--- src/rtl/serial_frame_receiver_pkg.sv ---
// Shared constants and types for the serial frame receive path.
// Frame on the wire, MSB first: {SYNCWORD, PAD (zeros), DATA}.
package serial_frame_receiver_pkg;

  localparam int                   SYNC_BITS  = 8;
  localparam logic [SYNC_BITS-1:0] SYNCWORD   = 8'hA5;
  localparam int                   PAD_BITS   = 8;
  localparam int                   DATA_BITS  = 208;
  localparam int                   FRAME_BITS = SYNC_BITS + PAD_BITS + DATA_BITS;

  typedef enum logic [1:0] {RX_HUNT, RX_PAD, RX_DATA} rx_state_t;

endpackage

--- src/rtl/serial_frame_receiver_if.sv ---
// Control, serial line and payload-side signals of one receive lane.
// slave: the receiver; master: whoever drives the line and consumes payloads.
interface serial_frame_receiver_if #(
  parameter int DATA_BITS = serial_frame_receiver_pkg::DATA_BITS
);
  import serial_frame_receiver_pkg::*;

  logic                 game_active;
  logic                 serial_in;
  logic [DATA_BITS-1:0] data_out;
  logic                 data_valid;
  logic                 frame_err;
  logic                 busy;

  modport slave (
    input  game_active, serial_in,
    output data_out, data_valid, frame_err, busy
  );

  modport master (
    output game_active, serial_in,
    input  data_out, data_valid, frame_err, busy
  );

endinterface

--- src/rtl/serial_frame_receiver_bit_synchronizer.sv ---
// Two-flop synchronizer for one asynchronous bit; synchronous active-high
// reset clears both stages.
module bit_synchronizer (
  input  logic clk,
  input  logic rst,
  input  logic d,
  output logic q
);
  import serial_frame_receiver_pkg::*;

  logic meta;

  // Two back-to-back flops give the first stage a cycle to settle.
  always_ff @(posedge clk) begin
    if (rst) begin
      meta <= 1'b0;
      q    <= 1'b0;
    end else begin
      meta <= d;
      q    <= meta;
    end
  end

endmodule

--- src/rtl/serial_frame_receiver.sv ---
// Receive end of one serial data line: synchronizes serial_in, hunts for the
// sync word, skips the pad, deserializes the payload and pulses data_valid.
// Optional pad checking is enabled by defining RX_PAD_CHECK_EN; without it
// pad bits are ignored and frame_err stays 0.
module serial_frame_receiver #(
  parameter int                   SYNC_BITS = serial_frame_receiver_pkg::SYNC_BITS,
  parameter logic [SYNC_BITS-1:0] SYNCWORD  = serial_frame_receiver_pkg::SYNCWORD,
  parameter int                   PAD_BITS  = serial_frame_receiver_pkg::PAD_BITS,
  parameter int                   DATA_BITS = serial_frame_receiver_pkg::DATA_BITS
) (
  input  logic                   clk,
  input  logic                   rst,
  serial_frame_receiver_if.slave bus
);
  import serial_frame_receiver_pkg::*;

  // Counter covers both the pad and data phases.
  localparam int CNT_RANGE = (DATA_BITS > PAD_BITS) ? DATA_BITS : PAD_BITS;
  localparam int CW        = $clog2(CNT_RANGE);
  localparam logic [CW-1:0] PAD_LAST  = CW'(PAD_BITS - 1);
  localparam logic [CW-1:0] DATA_LAST = CW'(DATA_BITS - 1);

  logic rx_bit;

  bit_synchronizer u_sync (
    .clk (clk),
    .rst (rst),
    .d   (bus.serial_in),
    .q   (rx_bit)
  );

  // The sync and payload shifters keep only the bits that survive the next
  // shift; the incoming rx_bit completes the word combinationally, so the
  // oldest bit of each full-width register would never be read.
  rx_state_t              state_q, state_d;
  logic [SYNC_BITS-2:0]   sync_q,  sync_d;
  logic [CW-1:0]          cnt_q,   cnt_d;
  logic [DATA_BITS-2:0]   shift_q, shift_d;
  logic [DATA_BITS-1:0]   dout_q,  dout_d;
  logic                   dv_q,    dv_d;
  logic [SYNC_BITS-1:0]   sync_word;
  logic [DATA_BITS-1:0]   data_word;
`ifdef RX_PAD_CHECK_EN
  logic                   pad_bad_q, pad_bad_d;
  logic                   fe_q,      fe_d;
`endif

  assign sync_word = {sync_q, rx_bit};
  assign data_word = {shift_q, rx_bit};

  // Next-state, counters, shifters and output pulses.
  always_comb begin
    state_d = state_q;
    sync_d  = sync_q;
    cnt_d   = cnt_q;
    shift_d = shift_q;
    dout_d  = dout_q;
    dv_d    = 1'b0;
`ifdef RX_PAD_CHECK_EN
    pad_bad_d = pad_bad_q;
    fe_d      = 1'b0;
`endif
    unique case (state_q)
      RX_HUNT: begin
        sync_d = sync_word[SYNC_BITS-2:0];
`ifdef RX_PAD_CHECK_EN
        pad_bad_d = 1'b0;
`endif
        if (sync_word == SYNCWORD) begin
          // Clear so the next hunt needs a complete fresh sync word.
          state_d = RX_PAD;
          sync_d  = '0;
          cnt_d   = '0;
        end
      end
      RX_PAD: begin
        cnt_d = cnt_q + 1'b1;
`ifdef RX_PAD_CHECK_EN
        pad_bad_d = pad_bad_q | rx_bit;
`endif
        if (cnt_q == PAD_LAST) begin
          cnt_d = '0;
`ifdef RX_PAD_CHECK_EN
          if (pad_bad_q | rx_bit) begin
            state_d   = RX_HUNT;
            fe_d      = 1'b1;
            pad_bad_d = 1'b0;
          end else begin
            state_d = RX_DATA;
          end
`else
          state_d = RX_DATA;
`endif
        end
      end
      RX_DATA: begin
        shift_d = data_word[DATA_BITS-2:0];
        cnt_d   = cnt_q + 1'b1;
        if (cnt_q == DATA_LAST) begin
          state_d = RX_HUNT;
          cnt_d   = '0;
          dout_d  = data_word;
          dv_d    = 1'b1;
        end
      end
      default: begin
        state_d = RX_HUNT;
        sync_d  = '0;
        cnt_d   = '0;
      end
    endcase
    // Leaving the game aborts everything, including a frame completing now.
    if (!bus.game_active) begin
      state_d = RX_HUNT;
      sync_d  = '0;
      cnt_d   = '0;
      dout_d  = dout_q;
      dv_d    = 1'b0;
`ifdef RX_PAD_CHECK_EN
      pad_bad_d = 1'b0;
      fe_d      = 1'b0;
`endif
    end
  end

  // State and datapath registers with synchronous reset.
  always_ff @(posedge clk) begin
    if (rst) begin
      state_q <= RX_HUNT;
      sync_q  <= '0;
      cnt_q   <= '0;
      shift_q <= '0;
      dout_q  <= '0;
      dv_q    <= 1'b0;
`ifdef RX_PAD_CHECK_EN
      pad_bad_q <= 1'b0;
      fe_q      <= 1'b0;
`endif
    end else begin
      state_q <= state_d;
      sync_q  <= sync_d;
      cnt_q   <= cnt_d;
      shift_q <= shift_d;
      dout_q  <= dout_d;
      dv_q    <= dv_d;
`ifdef RX_PAD_CHECK_EN
      pad_bad_q <= pad_bad_d;
      fe_q      <= fe_d;
`endif
    end
  end

  assign bus.data_out   = dout_q;
  assign bus.data_valid = dv_q;
  assign bus.busy       = (state_q != RX_HUNT);
`ifdef RX_PAD_CHECK_EN
  assign bus.frame_err  = fe_q;
`else
  assign bus.frame_err  = 1'b0;
`endif

endmodule
--- src/flat_wrapper.sv ---
// flat-port wrapper written by rule: the top's interface ports become plain ports
module serial_frame_receiver_flat import serial_frame_receiver_pkg::*;
#(
  parameter int                   SYNC_BITS = serial_frame_receiver_pkg::SYNC_BITS,
  parameter logic [SYNC_BITS-1:0] SYNCWORD  = serial_frame_receiver_pkg::SYNCWORD,
  parameter int                   PAD_BITS  = serial_frame_receiver_pkg::PAD_BITS,
  parameter int                   DATA_BITS = serial_frame_receiver_pkg::DATA_BITS
)
  (clk, rst, bus_game_active, bus_serial_in, bus_data_out, bus_data_valid, bus_frame_err, bus_busy);
  serial_frame_receiver_if #(.DATA_BITS(DATA_BITS)) bus_i ();
  input  logic clk;
  input  logic rst;
  input wire logic [$bits(bus_i.game_active)-1:0] bus_game_active;
  input wire logic [$bits(bus_i.serial_in)-1:0] bus_serial_in;
  output wire logic [$bits(bus_i.data_out)-1:0] bus_data_out;
  output wire logic [$bits(bus_i.data_valid)-1:0] bus_data_valid;
  output wire logic [$bits(bus_i.frame_err)-1:0] bus_frame_err;
  output wire logic [$bits(bus_i.busy)-1:0] bus_busy;
  assign bus_i.game_active = bus_game_active;
  assign bus_i.serial_in = bus_serial_in;
  assign bus_data_out = bus_i.data_out;
  assign bus_data_valid = bus_i.data_valid;
  assign bus_frame_err = bus_i.frame_err;
  assign bus_busy = bus_i.busy;
  serial_frame_receiver #(.SYNC_BITS(SYNC_BITS), .SYNCWORD(SYNCWORD), .PAD_BITS(PAD_BITS), .DATA_BITS(DATA_BITS)) u_core (.clk(clk), .rst(rst), .bus(bus_i));
endmodule
--- config.mk ---
export PLATFORM = sky130hd
export DESIGN_NAME = serial_frame_receiver_flat
export DESIGN_NICKNAME = d
export VERILOG_FILES = /design/src/rtl/serial_frame_receiver_pkg.sv /design/src/rtl/serial_frame_receiver_if.sv /design/src/rtl/serial_frame_receiver_bit_synchronizer.sv /design/src/rtl/serial_frame_receiver.sv /design/src/flat_wrapper.sv
export SDC_FILE = /design/constraint.sdc
export NUM_CORES = 1
export LEC_CHECK = 0
export ABC_AREA = 1
export CAP_MARGIN = 30
export CORE_ASPECT_RATIO = 0.75
export CORE_UTILIZATION = 58
export DETAILED_ROUTE_END_ITERATION = 8
export HOLD_SLACK_MARGIN = 0.12
export PLACE_DENSITY_LB_ADDON = 0.3
export SYNTH_ARGS = -nofsm -noshare
export SYNTH_HDL_FRONTEND = slang
export SYNTH_SLANG_ARGS = --single-unit
--- constraint.sdc ---
create_clock -name clk -period 3.5 [get_ports clk]
set_input_delay 0.35 -clock clk [delete_from_list [all_inputs] [get_ports clk]]
set_output_delay 0.35 -clock clk [all_outputs]
set_load 0.005 [all_outputs]
==> impl_metrics.py <==
metrics = {
    "final_layout": {
        "seqCellArea_um2": 8708,
        "multi_input_area_um2": 5733,
        "finalCoreUtilization": 0.7358,
        "layout.nets": 2085,
        "nFillCells": 1899,
        "area_growth_pct": 22.68,
        "n_antenna_cell": 0,
        "drive_gt1_frac": 0.04183,
    },
    "setup_path": {
        "timing.rr.start": "u_core.cnt_q[0]",
        "arrival_ns": 2.75,
        "path_class": "reg2reg",
        "cp-startpoint": "u_core.cnt_q[0]",
        "worstRegToRegCells": 8,
        "max_stage_delay_ns": 0.70,
        "reg2reg_slack_ns": 1.19,
        "cp-start-kind": "flop",
        "cp.required_ns": 3.94,
        "crit_path_end_kind": "flop",
        "path_cells": "ha_1, nand2_2, nor2_4, nand3_2, nor3_4, buf_12, o21ai_0, nor2_1",
        "crit_end": "u_core.bus.data_out[203]",
        "critPathSlowestCell": "nor3_4",
        "reg2reg_to": "u_core.bus.data_out[203]",
        "worstPathMaxFanout": 40,
    },
    "sta": {
        "max_freq_mhz": 433.2,
        "rsz0062_at_grt": "false",
        "setup-tns-final_ns": 0,
        "max-slew-margin-rel": 0.1655,
        "setup_viol": 0,
        "tightest_slew_ns": 1.252,
        "hold_viol": 0,
        "fin_crit_sh": 0.6596,
        "slew_viol_final": 0,
        "worst_hold_slack_ns": 0.3522,
        "finalCriticalPeriod_ns": 2.308,
        "clock_skew_ns": 0.01693,
    },
    "status": {
        "outcome": "complete, no violations",
    },
    "synthesis": {
        "synth_top_family_by_area": "simple AND/OR/NAND/NOR gates",
        "synth_edf_count": 0,
        "synth-async-reset-ratio": 0,
        "synthMuxAreaShare": 0,
        "synth_fp_nets": 1951,
        "synth_fa_ha_area_frac": 0.003294,
        "synth_top_area_share": 0.5731,
        "syn_inst": 1943,
        "yosys_warnings": 0,
        "netlist_area_um2": 15200,
        "synth_largest_area_cell": "dfxtp_1",
        "ys_ff_latch": 435,
        "synth.area.top_cells": "dfxtp_1, nor2_1, o21ai_0",
        "yosysMostFrequentCell": "nor2_1",
        "synth_compound_area_frac": 0.1438,
        "synth.distinct_cells": 26,
        "yosys.area_share.xor_xnor": 0.0005764,
        "netlist_top_cells_count": "nor2_1, dfxtp_1, o21ai_0, clkbuf_1, o21ai_1",
        "synth_area_per_cell_um2": 7.821,
        "synth_simple_gate_area_frac": 0.2286,
        "seq_area_frac_synth": 0.5731,
        "synth_ff_type": "dfxtp_1",
    },
    "power": {
        "power_frac_comb": 0.009,
        "peakVddDrop_mv": 0.3782,
        "swShare": 0.2013,
        "total_power_mw": 9.396,
        "p_sw_mw": 1.891,
        "p_seq_frac": 0.527,
        "p_leak_nw": 8.896,
        "clockPowerShare": 0.464,
        "p_per_area_nw_per_um2": 504.0,
        "internal-power_mw": 7.505,
    },
    "global_routing": {
        "grtUsageTotal": 0.2555,
        "antenna_found_initial": 0,
        "overflow": 0,
        "grt_pass1_wl_um": 57980,
        "first_global_vias": 11990,
        "grt_max_degree": 208,
    },
    "clock_network": {
        "cts_htree_levels": 2,
        "cts_sinks": 435,
        "clockBufferDepth": 3,
        "cts_root_buf": "clkbuf_16",
        "cts_inserted_buffers": 40,
        "cts_tree": "done",
        "cts_resized": 0,
        "hold_buffers": 0,
        "post-cts-setup-buffers": 0,
        "clock_latency_ns": 0.52,
        "path_clk_slew_ns": 0.06,
    },
    "route": {
        "route.detailed.drc": 0,
        "detail_route.iter0.violations": 1129,
        "ant_nets": 0,
        "firstDrtPassIters": 5,
        "routed_via_density": 5.339,
        "avgRoutedWirePerCell_um": 14.11,
        "drt-total-wl_um": 34460,
        "via_count": 13040,
    },
    "floorplanning": {
        "die_area_um2": 26860,
        "row_count": 50,
        "die_w_um": 188.9,
        "die_h_um": 142.2,
        "ioPinCount": 215,
        "initial_core_util": 0.5998,
        "core_area_um2": 25340,
    },
    "run": {
        "cap_violations": 0,
    },
    "placed_design": {
        "dpl.hpwl_um": 19630,
        "portBuffers": 213,
        "gp_congestion": 0.8049,
    },
    "worst_hold_path": {
        "hold_path_class": "in2reg",
    },
}
==> how the worst min path moves through the flow <==
stage                        from            endpoint  slack, ns  cells after the start
2_1_floorplan  u_core.u_sync.meta     u_core.u_sync.q       0.39                      2
3_3_place_gp   u_core.u_sync.meta     u_core.u_sync.q       0.40                      2
3_5_place_dp   u_core.u_sync.meta     u_core.u_sync.q       0.40                      2
4_1_cts             bus_serial_in  u_core.u_sync.meta       0.34                      3
5_1_grt             bus_serial_in  u_core.u_sync.meta       0.39                      3
6_report            bus_serial_in  u_core.u_sync.meta       0.35                      3
==> layout by cell type, fill, tap and decap left out, drive strengths merged <==
| cell | synthesis | layout |
|---|---|---|
| conb | 1 | 1 |
| clkinv | 0 | 9 |
| o211ai | 1 | 1 |
| inv | 18 | 19 |
| dfxtp | 435 | 435 |
| ha | 4 | 4 |
| o21ai | 417 | 417 |
| nor2 | 849 | 849 |
| nor3 | 2 | 2 |
| clkinvlp | 0 | 3 |
| a21oi | 18 | 18 |
| xor2 | 1 | 1 |
| nand3 | 17 | 17 |
| clkbuf | 108 | 52 |
| clkdlybuf4s50 | 0 | 213 |
| buf | 31 | 18 |
| nand3b | 3 | 3 |
| bufinv | 0 | 4 |
| nand2 | 38 | 38 |
==> metrics by stage <==
step	std cells	cell area, um2	setup WS [ns]
finish	2442	18640	1.192
global route	2442	18640	1.003
CTS	2442	18640	1.156
detailed placement	2373	17340	1.163
global placement	2372	17320	1.174
floorplan	1943	15200	1.799
==> power groups by stage <==
| stage | sequential, mW | clock (mW) | combinational (mW) |
|---|---|---|---|
| final | 4.95 | 4.36 | 0.0870 |
| after global routing | 4.95 | 4.63 | 0.0966 |
| after CTS | 4.95 | 4.42 | 0.0864 |
| after detailed placement | 5.06 | 0 | 0.0863 |
| after global placement | 5.06 | 0 | 0.0863 |
| after floorplan | 5.06 | 0 | 0.0650 |
==> state kept, by name, summed over array words and instances, names as in the netlist <==
register	cells
u_core.bus.data_out	208
u_core.state_q	2
u_core.sync_q	7
u_core.u_sync.meta	1
u_core.u_sync.q	1
u_core.shift_q	207
u_core.bus.data_valid	1
u_core.cnt_q	8
==> cells by family (layout without fill, tap and decap cells) <==
family / Yosys count / count (layout)
AOI/OAI and AO/OA: 436 / 436
xor gates and xnor gates: 1 / 1
adders and majority gates: 4 / 4
buffers and inverters: 157 / 318
DFF: 435 / 435
other: 1 / 1
and+or+nand+nor: 909 / 909
==> worst max-delay path: cells and delay by family (launching register included) <==
| kind | cells | cell delay (ns) |
|---|---|---|
| and+or+nand+nor | 5 | 1.21 |
| DFF | 1 | 0.38 |
| buffers and inverters | 1 | 0.28 |
| adders and majority gates | 1 | 0.22 |
| AOI/OAI and AO/OA | 1 | 0.12 |
==> metal layers <==
layer	GRT usage	share of wire	vias to the layer above
li1	-	-	6472
met1	0.3514	0.47	6157
met3	0.05005	0.064	47
met4	0.06239	0.015	0
met2	0.4145	0.45	363
met5	0	0	-
==> final cells by class <==
class / count / share of cell area
Multi-Input combinational cell: 1351 / 0.3075
Clock inverter: 17 / 0.01067
Inverter: 18 / 0.004295
Clock buffer: 52 / 0.05940
Timing Repair Buffer: 231 / 0.1283
Tap cell: 338 / 0.02268
Sequential cell: 435 / 0.4671
Power figures use the tool's default switching activity.
